**config.mk**
```make
export PLATFORM = sky130hd
export DESIGN_NAME = cook_timer
export DESIGN_NICKNAME = d
export VERILOG_FILES = /design/src/rtl/cook_timer_pkg.sv /design/src/rtl/bcd_digit_down.sv /design/src/rtl/cook_timer.sv
export SDC_FILE = /design/constraint.sdc
export NUM_CORES = 1
export LEC_CHECK = 0
export CORE_UTILIZATION = 53
export DETAILED_ROUTE_END_ITERATION = 6
export HOLD_SLACK_MARGIN = 0.02
export PLACE_DENSITY = 0.86
export SLEW_MARGIN = 10
export SYNTH_ARGS = -nofsm -noshare
export SYNTH_HDL_FRONTEND = slang
export SYNTH_HIERARCHICAL = 1
export SYNTH_SLANG_ARGS = --single-unit
export TNS_END_PERCENT = 10
```
**constraint.sdc**
```tcl
create_clock -name clk -period 9.1 [get_ports clk]
set_input_delay 0.91 -clock clk [delete_from_list [all_inputs] [get_ports clk]]
set_output_delay 0.91 -clock clk [all_outputs]
set_load 0.02 [all_outputs]
```
**src/rtl/cook_timer_pkg.sv**
```systemverilog
// rtl/cook_timer_pkg.sv - shared types, digit limits and BCD validity check for cook_timer
package cook_timer_pkg;

   typedef enum logic [1:0] {
      IDLE,
      ARMED,
      COUNTING,
      DONE
   } state_t;

   localparam int                BCD_W        = 4;
   localparam logic [BCD_W-1:0] SEC_TENS_MAX = 4'd5;
   localparam logic [BCD_W-1:0] DIGIT_MAX    = 4'd9;

   // MM:SS packed as {min_tens, min_ones, sec_tens, sec_ones}
   function automatic logic bcd_valid(input logic [4*BCD_W-1:0] t);
      return (t[15:12] <= DIGIT_MAX) && (t[11:8] <= DIGIT_MAX) &&
             (t[7:4] <= SEC_TENS_MAX) && (t[3:0] <= DIGIT_MAX);
   endfunction

endpackage

```
**src/rtl/bcd_digit_down.sv**
```systemverilog
// rtl/bcd_digit_down.sv - one down-counting BCD digit with borrow chain
module bcd_digit_down
   import cook_timer_pkg::*;
#(
   parameter logic [BCD_W-1:0] MAX = DIGIT_MAX
) (
   input  logic             clk,
   input  logic             resetn,
   input  logic             clear,
   input  logic             load,
   input  logic [BCD_W-1:0] load_val,
   input  logic             dec_en,
   input  logic             borrow_in,
   output logic [BCD_W-1:0] digit,
   output logic             borrow_out
);

   assign borrow_out = borrow_in && (digit == '0);

   always_ff @(posedge clk) begin
      if (!resetn) begin
         digit <= '0;
      end else if (clear) begin
         digit <= '0;
      end else if (load) begin
         digit <= load_val;
      end else if (dec_en && borrow_in) begin
         digit <= (digit == '0) ? MAX : digit - 1'b1;
      end
   end

endmodule

```
**src/rtl/cook_timer.sv**
```systemverilog
// rtl/cook_timer.sv - BCD MM:SS countdown timer driving the magnetron timer_done input
module cook_timer
   import cook_timer_pkg::*;
#(
   parameter int TICKS_PER_SEC = 100
) (
   input  logic        clk,
   input  logic        resetn,
   input  logic        clearn,
   input  logic        load,
   input  logic [15:0] time_in,
   input  logic        run,
   output logic [15:0] time_out,
   output logic        timer_done,
   output logic        counting,
   output logic        load_err
);

   localparam int PW = (TICKS_PER_SEC > 2) ? $clog2(TICKS_PER_SEC) : 1;
   localparam logic [PW-1:0] PRESC_LAST = PW'(TICKS_PER_SEC - 1);

   state_t        state, state_next;
   logic [PW-1:0] presc, presc_next;
   logic          done_next, counting_next, load_err_next;
   logic          load_ok, load_bad, active, tick, dec, last_sec;
   logic [4:0]    borrow;

   assign load_ok  = load && bcd_valid(time_in);
   assign load_bad = load && !bcd_valid(time_in);
   assign active   = (state == ARMED) || (state == COUNTING);
   assign tick     = run && active && (presc == PRESC_LAST);
   assign dec      = clearn && !load && tick;
   assign last_sec = (time_out == 16'h0001);
   assign borrow[0] = 1'b1;

   // borrow[4] would mean 00:00 wrapping to 99:59, so it blocks the decrement
   bcd_digit_down #(.MAX(DIGIT_MAX)) u_sec_ones (
      .clk(clk), .resetn(resetn), .clear(!clearn), .load(load_ok),
      .load_val(time_in[3:0]), .dec_en(dec && !borrow[4]), .borrow_in(borrow[0]),
      .digit(time_out[3:0]), .borrow_out(borrow[1])
   );
   bcd_digit_down #(.MAX(SEC_TENS_MAX)) u_sec_tens (
      .clk(clk), .resetn(resetn), .clear(!clearn), .load(load_ok),
      .load_val(time_in[7:4]), .dec_en(dec && !borrow[4]), .borrow_in(borrow[1]),
      .digit(time_out[7:4]), .borrow_out(borrow[2])
   );
   bcd_digit_down #(.MAX(DIGIT_MAX)) u_min_ones (
      .clk(clk), .resetn(resetn), .clear(!clearn), .load(load_ok),
      .load_val(time_in[11:8]), .dec_en(dec && !borrow[4]), .borrow_in(borrow[2]),
      .digit(time_out[11:8]), .borrow_out(borrow[3])
   );
   bcd_digit_down #(.MAX(DIGIT_MAX)) u_min_tens (
      .clk(clk), .resetn(resetn), .clear(!clearn), .load(load_ok),
      .load_val(time_in[15:12]), .dec_en(dec && !borrow[4]), .borrow_in(borrow[3]),
      .digit(time_out[15:12]), .borrow_out(borrow[4])
   );

   always_comb begin
      state_next    = state;
      presc_next    = presc;
      done_next     = timer_done;
      load_err_next = 1'b0;
      if (!clearn) begin
         state_next = IDLE;
         presc_next = '0;
         done_next  = 1'b0;
      end else if (load_ok) begin
         state_next = (time_in == 16'h0000) ? IDLE : ARMED;
         presc_next = '0;
         done_next  = 1'b0;
      end else if (load_bad) begin
         load_err_next = 1'b1;
      end else begin
         if (run && active)
            presc_next = tick ? '0 : presc + 1'b1;
         if (tick && last_sec) begin
            state_next = DONE;
            done_next  = 1'b1;
         end else if (active) begin
            state_next = run ? COUNTING : ARMED;
         end
      end
      counting_next = (state_next == COUNTING);
   end

   always_ff @(posedge clk) begin
      if (!resetn) begin
         state      <= IDLE;
         presc      <= '0;
         timer_done <= 1'b0;
         counting   <= 1'b0;
         load_err   <= 1'b0;
      end else begin
         state      <= state_next;
         presc      <= presc_next;
         timer_done <= done_next;
         counting   <= counting_next;
         load_err   <= load_err_next;
      end
   end

endmodule

```
# ---- Yosys cells after proc, flatten, opt, wreduce, memory -nomap -nowiden
# Cells that the tools add are included.
# Widths: inputs -> output; s select.
dict set report classes {
  addsub 5
  magnitude_cmp 4
  eq_ne 5
  mux 21
  n_bitwise 3
  n_reduce_logical 34
}
# operator n
set ops {}
lappend ops {{$mux 4} 12}
lappend ops {{$logic_and 1x1->1} 17}
lappend ops {{$eq 16x1->1 const B} 1}
lappend ops {{$logic_not 16->1} 1}
lappend ops {{$logic_not 4->1} 4}
lappend ops {{$sub 4x1->4 const B} 4}
lappend ops {{$le 4x4->1 const B} 3}
lappend ops {{$mux 2} 6}
lappend ops {{$reduce_bool 2->1} 4}
lappend ops {{$add 7x1->7 const B} 1}
lappend ops {{$eq 7x7->1 const B} 1}
lappend ops {{$mux 7} 1}
lappend ops {{$reduce_and 2->1} 3}
lappend ops {{$eq 2x2->1 const B} 2}
lappend ops {{$le 4x3->1 const B} 1}
lappend ops {{$logic_not 1->1} 3}
lappend ops {{$not 1->1} 3}
lappend ops {{$reduce_or 3->1} 1}
lappend ops {{$eq 2x1->1 const B} 1}
lappend ops {{$mux 1} 2}
lappend ops {{$logic_or 1x1->1} 1}
dict set report totals {
  reg_bits 28
  in_bits 21
  out_inout_bits 19
  elab_cells 81
}

# ---- Depth between registers and ports, before layout
dict set report depth {
  word_depth 10
  depth_mapped 9
  depth_no_buf 9
}

# ---- Cells and area by module
# The synthesis kept the hierarchy.
# module n_inst cells_per_inst area_each_um2 seq_area_each_um2
set by_module_without_submodules {}
lappend by_module_without_submodules {cook_timer 1 88 772.0 240.2}
lappend by_module_without_submodules {{bcd_digit_down at u_min_ones ...} 3 24 226.5 80.1}
lappend by_module_without_submodules {{bcd_digit_down at u_sec_tens} 1 23 215.2 80.1}

# ---- Worst setup path after synthesis
# OpenSTA, ideal clock, no wires.
dict set report synth_path {
  kind {flip-flop to flip-flop}
  from {register u_sec_ones.digit[2]}
  to {register u_min_ones.digit[2]}
  setup_time_ns 0.074
  t_arrival_ns 3.451
  required_ns 9.026
  slack_ns 5.574
  stages_incl_launch_ff 10
  n_path_buf 0
  period_less_slack_ns 3.526
  cell_sequence {dfxtp_1 > nor2_1 > and4bb_2 > and4bb_2 > and4bb_2 > and4bb_2 > nor3b_1 > nand3b_4 > or4b_1 > a31oi_1}
}
dict set report synth_via {
  elab_chain_cells 8
}
# item line
set synth_rtl {}
lappend synth_rtl {{start, declared} bcd_digit_down.sv:14} ;# output logic [BCD_W-1:0] digit,
lappend synth_rtl {{start signal, assigned} bcd_digit_down.sv:26} ;# digit <= load_val;
lappend synth_rtl {{start signal, assigned} bcd_digit_down.sv:28} ;# digit <= (digit == '0) ? MAX : digit - 1'b1;
lappend synth_rtl {{$logic_not 4->1} bcd_digit_down.sv:18} ;# assign borrow_out = borrow_in && (digit == '0);
lappend synth_rtl {{via borrow[1]} cook_timer.sv:26} ;# logic [4:0] borrow;
lappend synth_rtl {{$logic_and 1x1->1} bcd_digit_down.sv:18}
lappend synth_rtl {{via borrow[2]} cook_timer.sv:26}
lappend synth_rtl {{$logic_and 1x1->1} bcd_digit_down.sv:18}
lappend synth_rtl {{via borrow[3]} cook_timer.sv:26}
lappend synth_rtl {{$logic_and 1x1->1} bcd_digit_down.sv:18}
lappend synth_rtl {{via borrow[4]} cook_timer.sv:26}
lappend synth_rtl {{$logic_not 1->1} cook_timer.sv:49} ;# .load_val(time_in[11:8]), .dec_en(dec && !borrow[4]), .borrow_in(borrow[2]),
lappend synth_rtl {{$logic_and 1x1->1} cook_timer.sv:49}
lappend synth_rtl {{$logic_and 1x1->1} bcd_digit_down.sv:27} ;# end else if (dec_en && borrow_in) begin
lappend synth_rtl {{$reduce_bool 2->1 (no source line)} n/a}
lappend synth_rtl {{end signal, assigned} bcd_digit_down.sv:26}
lappend synth_rtl {{end signal, assigned} bcd_digit_down.sv:28}
lappend synth_rtl {{end, declared} bcd_digit_down.sv:14}
# The timed path passes the listed nets, and every way through them passes these cells.
# A chain may end at the register's enable or synchronous reset.

# ---- Worst setup path after layout
dict set report layout_path {
  from {input port run}
  to {register u_min_tens.digit[2]}
}
dict set report layout_via {
  elab_chain_cells 6
}
# item line
set layout_rtl {}
lappend layout_rtl {{start, declared} cook_timer.sv:12} ;# input logic run,
lappend layout_rtl {{$logic_and 1x1->1 (2 in series)} cook_timer.sv:31} ;# assign tick = run && active && (presc == PRESC_LAST);
lappend layout_rtl {{$logic_and 1x1->1} cook_timer.sv:32} ;# assign dec = clearn && !load && tick;
lappend layout_rtl {{$logic_and 1x1->1} cook_timer.sv:54} ;# .load_val(time_in[15:12]), .dec_en(dec && !borrow[4]), .borrow_in(borrow[3]),
lappend layout_rtl {{$logic_and 1x1->1} bcd_digit_down.sv:27}
lappend layout_rtl {{$reduce_bool 2->1 (no source line)} n/a}
lappend layout_rtl {{end signal, assigned} bcd_digit_down.sv:26}
lappend layout_rtl {{end signal, assigned} bcd_digit_down.sv:28}
lappend layout_rtl {{end, declared} bcd_digit_down.sv:14}
# Every way passes these cells.

==> impl_summary.md <==
Hold path
The source of the worst hold timing path is timer_done. The number of cells on the worst hold path is 2. The min-delay analysis places its worst path in the category flip-flop to flip-flop. The sink of the worst hold path is timer_done.

Setup path
STA classifies the critical path endpoint as a flip-flop. The family of cells with the greatest summed delay on the critical path is simple AND/OR/NAND/NOR gates. The slowest stage of the critical path belongs to the cell nor3b_2. Traced cell by cell, the critical path runs through clkdlybuf4s50_1 -> nand2_2 -> nor3_2 -> nor3b_2 -> nand3b_4 -> or4b_1 -> a31oi_1.

The largest fanout on the critical path is 17. The element type at the critical path start is a primary input. Data on the critical path is required at its endpoint by 9.37 ns. The slack of the worst reg-to-reg path is ~5.8 ns. In this run the critical register-to-register path is captured at u_min_tens/digit[2]. The biggest cell delay along the critical path is about 0.83 ns. The setup path with the least slack is of type primary input to flip-flop. The number of cells on the worst reg-to-reg path is 9. The startpoint identified for the worst register-to-register timing path is u_sec_ones/digit[3]. The number of buffer and inverter stages on the critical path is 1. Data on the critical path arrives at its endpoint at 3.70 ns.

Power
Across the VDD grid, the largest voltage drop is 0.07174 mV. The total net switching power is about 0.057 mW. The fraction of power spent switching nets is 23.48%. For this design the ratio of total power to cell area is 111.9 nW/um2. The clock network is responsible for 33.9% of the overall power. In this run the static leakage power is 0.7241 nW.

The share of total power dissipated in combinational logic is about 14%. The sum of internal, switching and leakage power is 0.2415 mW. The sequential power share is 52.1%. The total internal power is 0.1848 mW.

Timing
The number of slew-limit violations in the final report was 0. The tightest slew margin relative to the limit is 37.64%. Of the available clock period, the critical path in the final layout requires 37.69%. The slew at the pin closest to its max-slew limit is just over 0.9 ns. The worst path needs roughly 3.4 ns of the cycle, external delays included.

The setup TNS is 0 ns. The number of endpoints with negative hold slack in the final report is 0. Setup repair after global routing left no endpoint under its margin. Between clock sinks in the finished design, the worst skew comes to 0.004622 ns. Setup violations remaining at the end of the flow were counted as 0. For this run, the top clock speed supported by timing is slightly below 300 MHz.

Floorplan
The die area is 3373 um2. The core region is 2877 um2. For this configuration, the core starts out at a cell density of 57.94%. The number of primary I/O pins is 40. Row generation in the floorplan step produced 19 rows. The die span in y is 58.08 um.

The width of the die is 58.08 um.

Yosys
The synthesized area per cell is 9.107 um2. The cell count after synthesis is roughly 180. The predominant post-synthesis flop cell is dfxtp_1. The area fraction in compound gates after synthesis is 27.33%. Of the total synthesized cell area, the portion taken by XOR and XNOR cells is 1.577%. The async set-reset flop share out of synthesis is 0%. The synthesized design contains 0 enable-type register cells. Sequential cells were found to cover 33.63% of the synthesized design area. The mapped netlist covers between 1500 and 2000 um2. The synthesized design spends more area on one cell type than any other, namely dfxtp_1.

The number of storage elements in the synthesis netlist is 28. After synthesis, the largest family of logic cells by area is simple AND/OR/NAND/NOR gates. The share of synthesized area spent on multiplexers is 0%.

After Yosys synthesis, full adders, half adders and majority gates account for 0.7508% of the synthesized area. The simple-gate share of the synthesized area is 33.71%. The distinct cell type count after synthesis is 47. The proportion of netlist area held by the largest area contributor is about a third.

During synthesis, Yosys emitted a total of 6 warnings. Ranked by total cell area, the synthesized netlist is headed by dfxtp_1, o21ai_0, or4_1.

Global route
The initial antenna violation count is 0. The total global routing overflow is 0. Entering global routing, the biggest net connects 19 pins. The number of global-route vias before repair came to around 1500.

The global-route wire length before repair is 7044 um. Global routing used 26.97% of the available tracks.

Placed design
The global placer's final weighted congestion is 0.8668. Buffers placed on the I/O ports in this run total 39. Summed over all nets, the half-perimeter wirelength after detailed placement is around 3200 um.

Cells and area
The net count of the finished layout is approximately 250. Relative to the synthesized area, the layout overhead comes to 29.50%. The area of the multi-input gates is ~1100 um2. 0 antenna diodes ended up in the layout. The share of layout cells above drive strength 1 is 13.27%. In the final layout, flip-flops and latches occupy 560.5 um2. The count of filler cells inserted in the layout is 214.

Detailed routing
The detailed router placed 1708 vias in this run. Summed over all layers, the routed wires come to about 4300 um. The detailed router finished its first iteration with 96 violations. For this run, design rule violations remaining after detail routing come to 0. After detailed routing, the average wire length per cell comes to 16.09 um. The count of nets left with antenna violations once routing finished came out at 0. In the routed layout, each cell is associated on average with a via count of 6.373. For this run, the detailed router's first-pass iteration total came to 4.

Clock tree
The CTS sink count is 28. The clock root buffer is clkbuf_4. The cts-stage hold buffer count is 0. The clock-pin slew on the worst setup and hold paths is 0.15 ns. The number of gates resized after CTS was 0. Once the clock tree was built, the setup fixing pass inserted 0 buffers.

The TritonCTS clock tree is built. TritonCTS created 3 clock buffers. In this run the number of H-tree levels came out at 1.

In this run the deepest clock path goes through 2 buffers. The clock insertion delay at the later pin of the skew report is 0.33 ns.

Flow run
The max-cap check violation count is 0.

Status
The run finished with clean final reports.
## cell families after synthesis
| logic type | after synthesis |
|---|---|
| flip-flops | 28 |
| other | 1 |
| AND/OR/NAND/NOR | 75 |
| buffers and inverters | 10 |
| AO/OA/AOI/OAI | 65 |
| XOR/XNOR | 3 |
| adder cells (fa/ha/maj) | 1 |
## power by group through the flow
stage          Combinational, mW  Sequential [mW]  Clock, mW
2_1_floorplan             0.0151            0.129          0
3_3_place_gp              0.0325            0.128          0
3_5_place_dp              0.0331            0.128          0
4_1_cts                   0.0335            0.126     0.0835
5_1_grt                   0.0364            0.126     0.0886
6_report                  0.0339            0.126     0.0818
## worst reg2reg max path: cells and delay by family (launching register included)
| kind | cells | cell delay [ns] |
|---|---|---|
| simple gates | 8 | 2.61 |
| flops | 1 | 0.46 |
| compound gates | 1 | 0.17 |
## flip-flops by register name (all words and copies together), names as in the netlist
register and cells:
counting 1, load_err 1, presc 7, state 2, timer_done 1, u_min_ones/digit 4, u_min_tens/digit 4, u_sec_ones/digit 4
u_sec_tens/digit 4
## synth_stat cells (2+ instances only)
cell,count
and4_1,2
nand3_1,6
and4bb_2,4
or4_1,9
a21oi_1,5
o21ai_2,3
inv_1,7
o31ai_1,8
a21bo_2,3
a31oi_1,10
or3_2,3
o21ai_0,19
o211a_1,3
nand3b_4,3
nor2b_1,5
xor2_1,3
nand4_1,2
nor2_1,7
or2_1,2
nor4_1,7
nand2_1,12
a211oi_1,5
dfxtp_1,28
or4b_1,4
## cell usage in the layout, fill, tap and decap left out, types with 2 or more instances in the layout
master	instances
a211oi_1	5
a21bo_2	3
a21oi_1	5
a31oi_1	10
and4_1	2
and4bb_2	4
clkbuf_4	3
clkdlybuf4s50_1	39
conb_1	3
dfxtp_1	28
inv_1	7
nand2_1	12
nand3_1	6
nand3b_4	3
nand4_1	2
nor2_1	7
nor2b_1	5
nor4_1	7
o211a_1	3
o21ai_0	19
o21ai_2	3
o31ai_1	8
or2_1	2
or3_2	3
or4_1	9
or4b_1	4
xor2_1	3
## cell type report
cell class              count  share of cell area, %
clock buffers               3                  1.043
clock inverters             1                  1.391
inverters                   8                  1.391
multi-input cells         147                  49.68
flip-flops and latches     28                  25.97
well taps                  42                  2.435
repair buffers             39                  18.09
## metal layers
| metal | vias up | global-route usage [%] | routed length (um) |
|---|---|---|---|
| met2 | 65 | 41.54 | 2057 |
| met4 | 0 | 10.88 | 58 |
| met3 | 9 | 4.464 | 202 |
| met5 | - | 0 | 0 |
| li1 | 824 | - | - |
| met1 | 810 | 37.53 | 1993 |
## worst max path at each step
stage	startpoint	endpoint	slack [ns]	cells past startpoint
finish	run	u_min_tens/digit[2]	5.67	7
global placement	run	u_min_ones/digit[2]	5.50	7
detailed placement	run	u_min_tens/digit[2]	5.38	7
global route	run	u_sec_ones/digit[2]	5.56	7
floorplan	u_sec_ones/digit[2]	u_min_ones/digit[2]	5.57	9
CTS	run	u_min_tens/digit[2]	5.71	7
## metrics by stage
stage                     util [%]  area (um2)  hold WS [ns]  instances  setup slack [ns]
after floorplan                  -        1674        0.4668        185             5.574
after global routing         75.03        2158        0.4815        268             5.562
after CTS                    75.03        2158        0.4587        268             5.711
final                        75.03        2158        0.4567        268             5.670
after detailed placement     73.21        2106        0.4379        264             5.378
after global placement       73.21        2106        0.4337        264             5.499
Power figures use the tool's default switching activity.
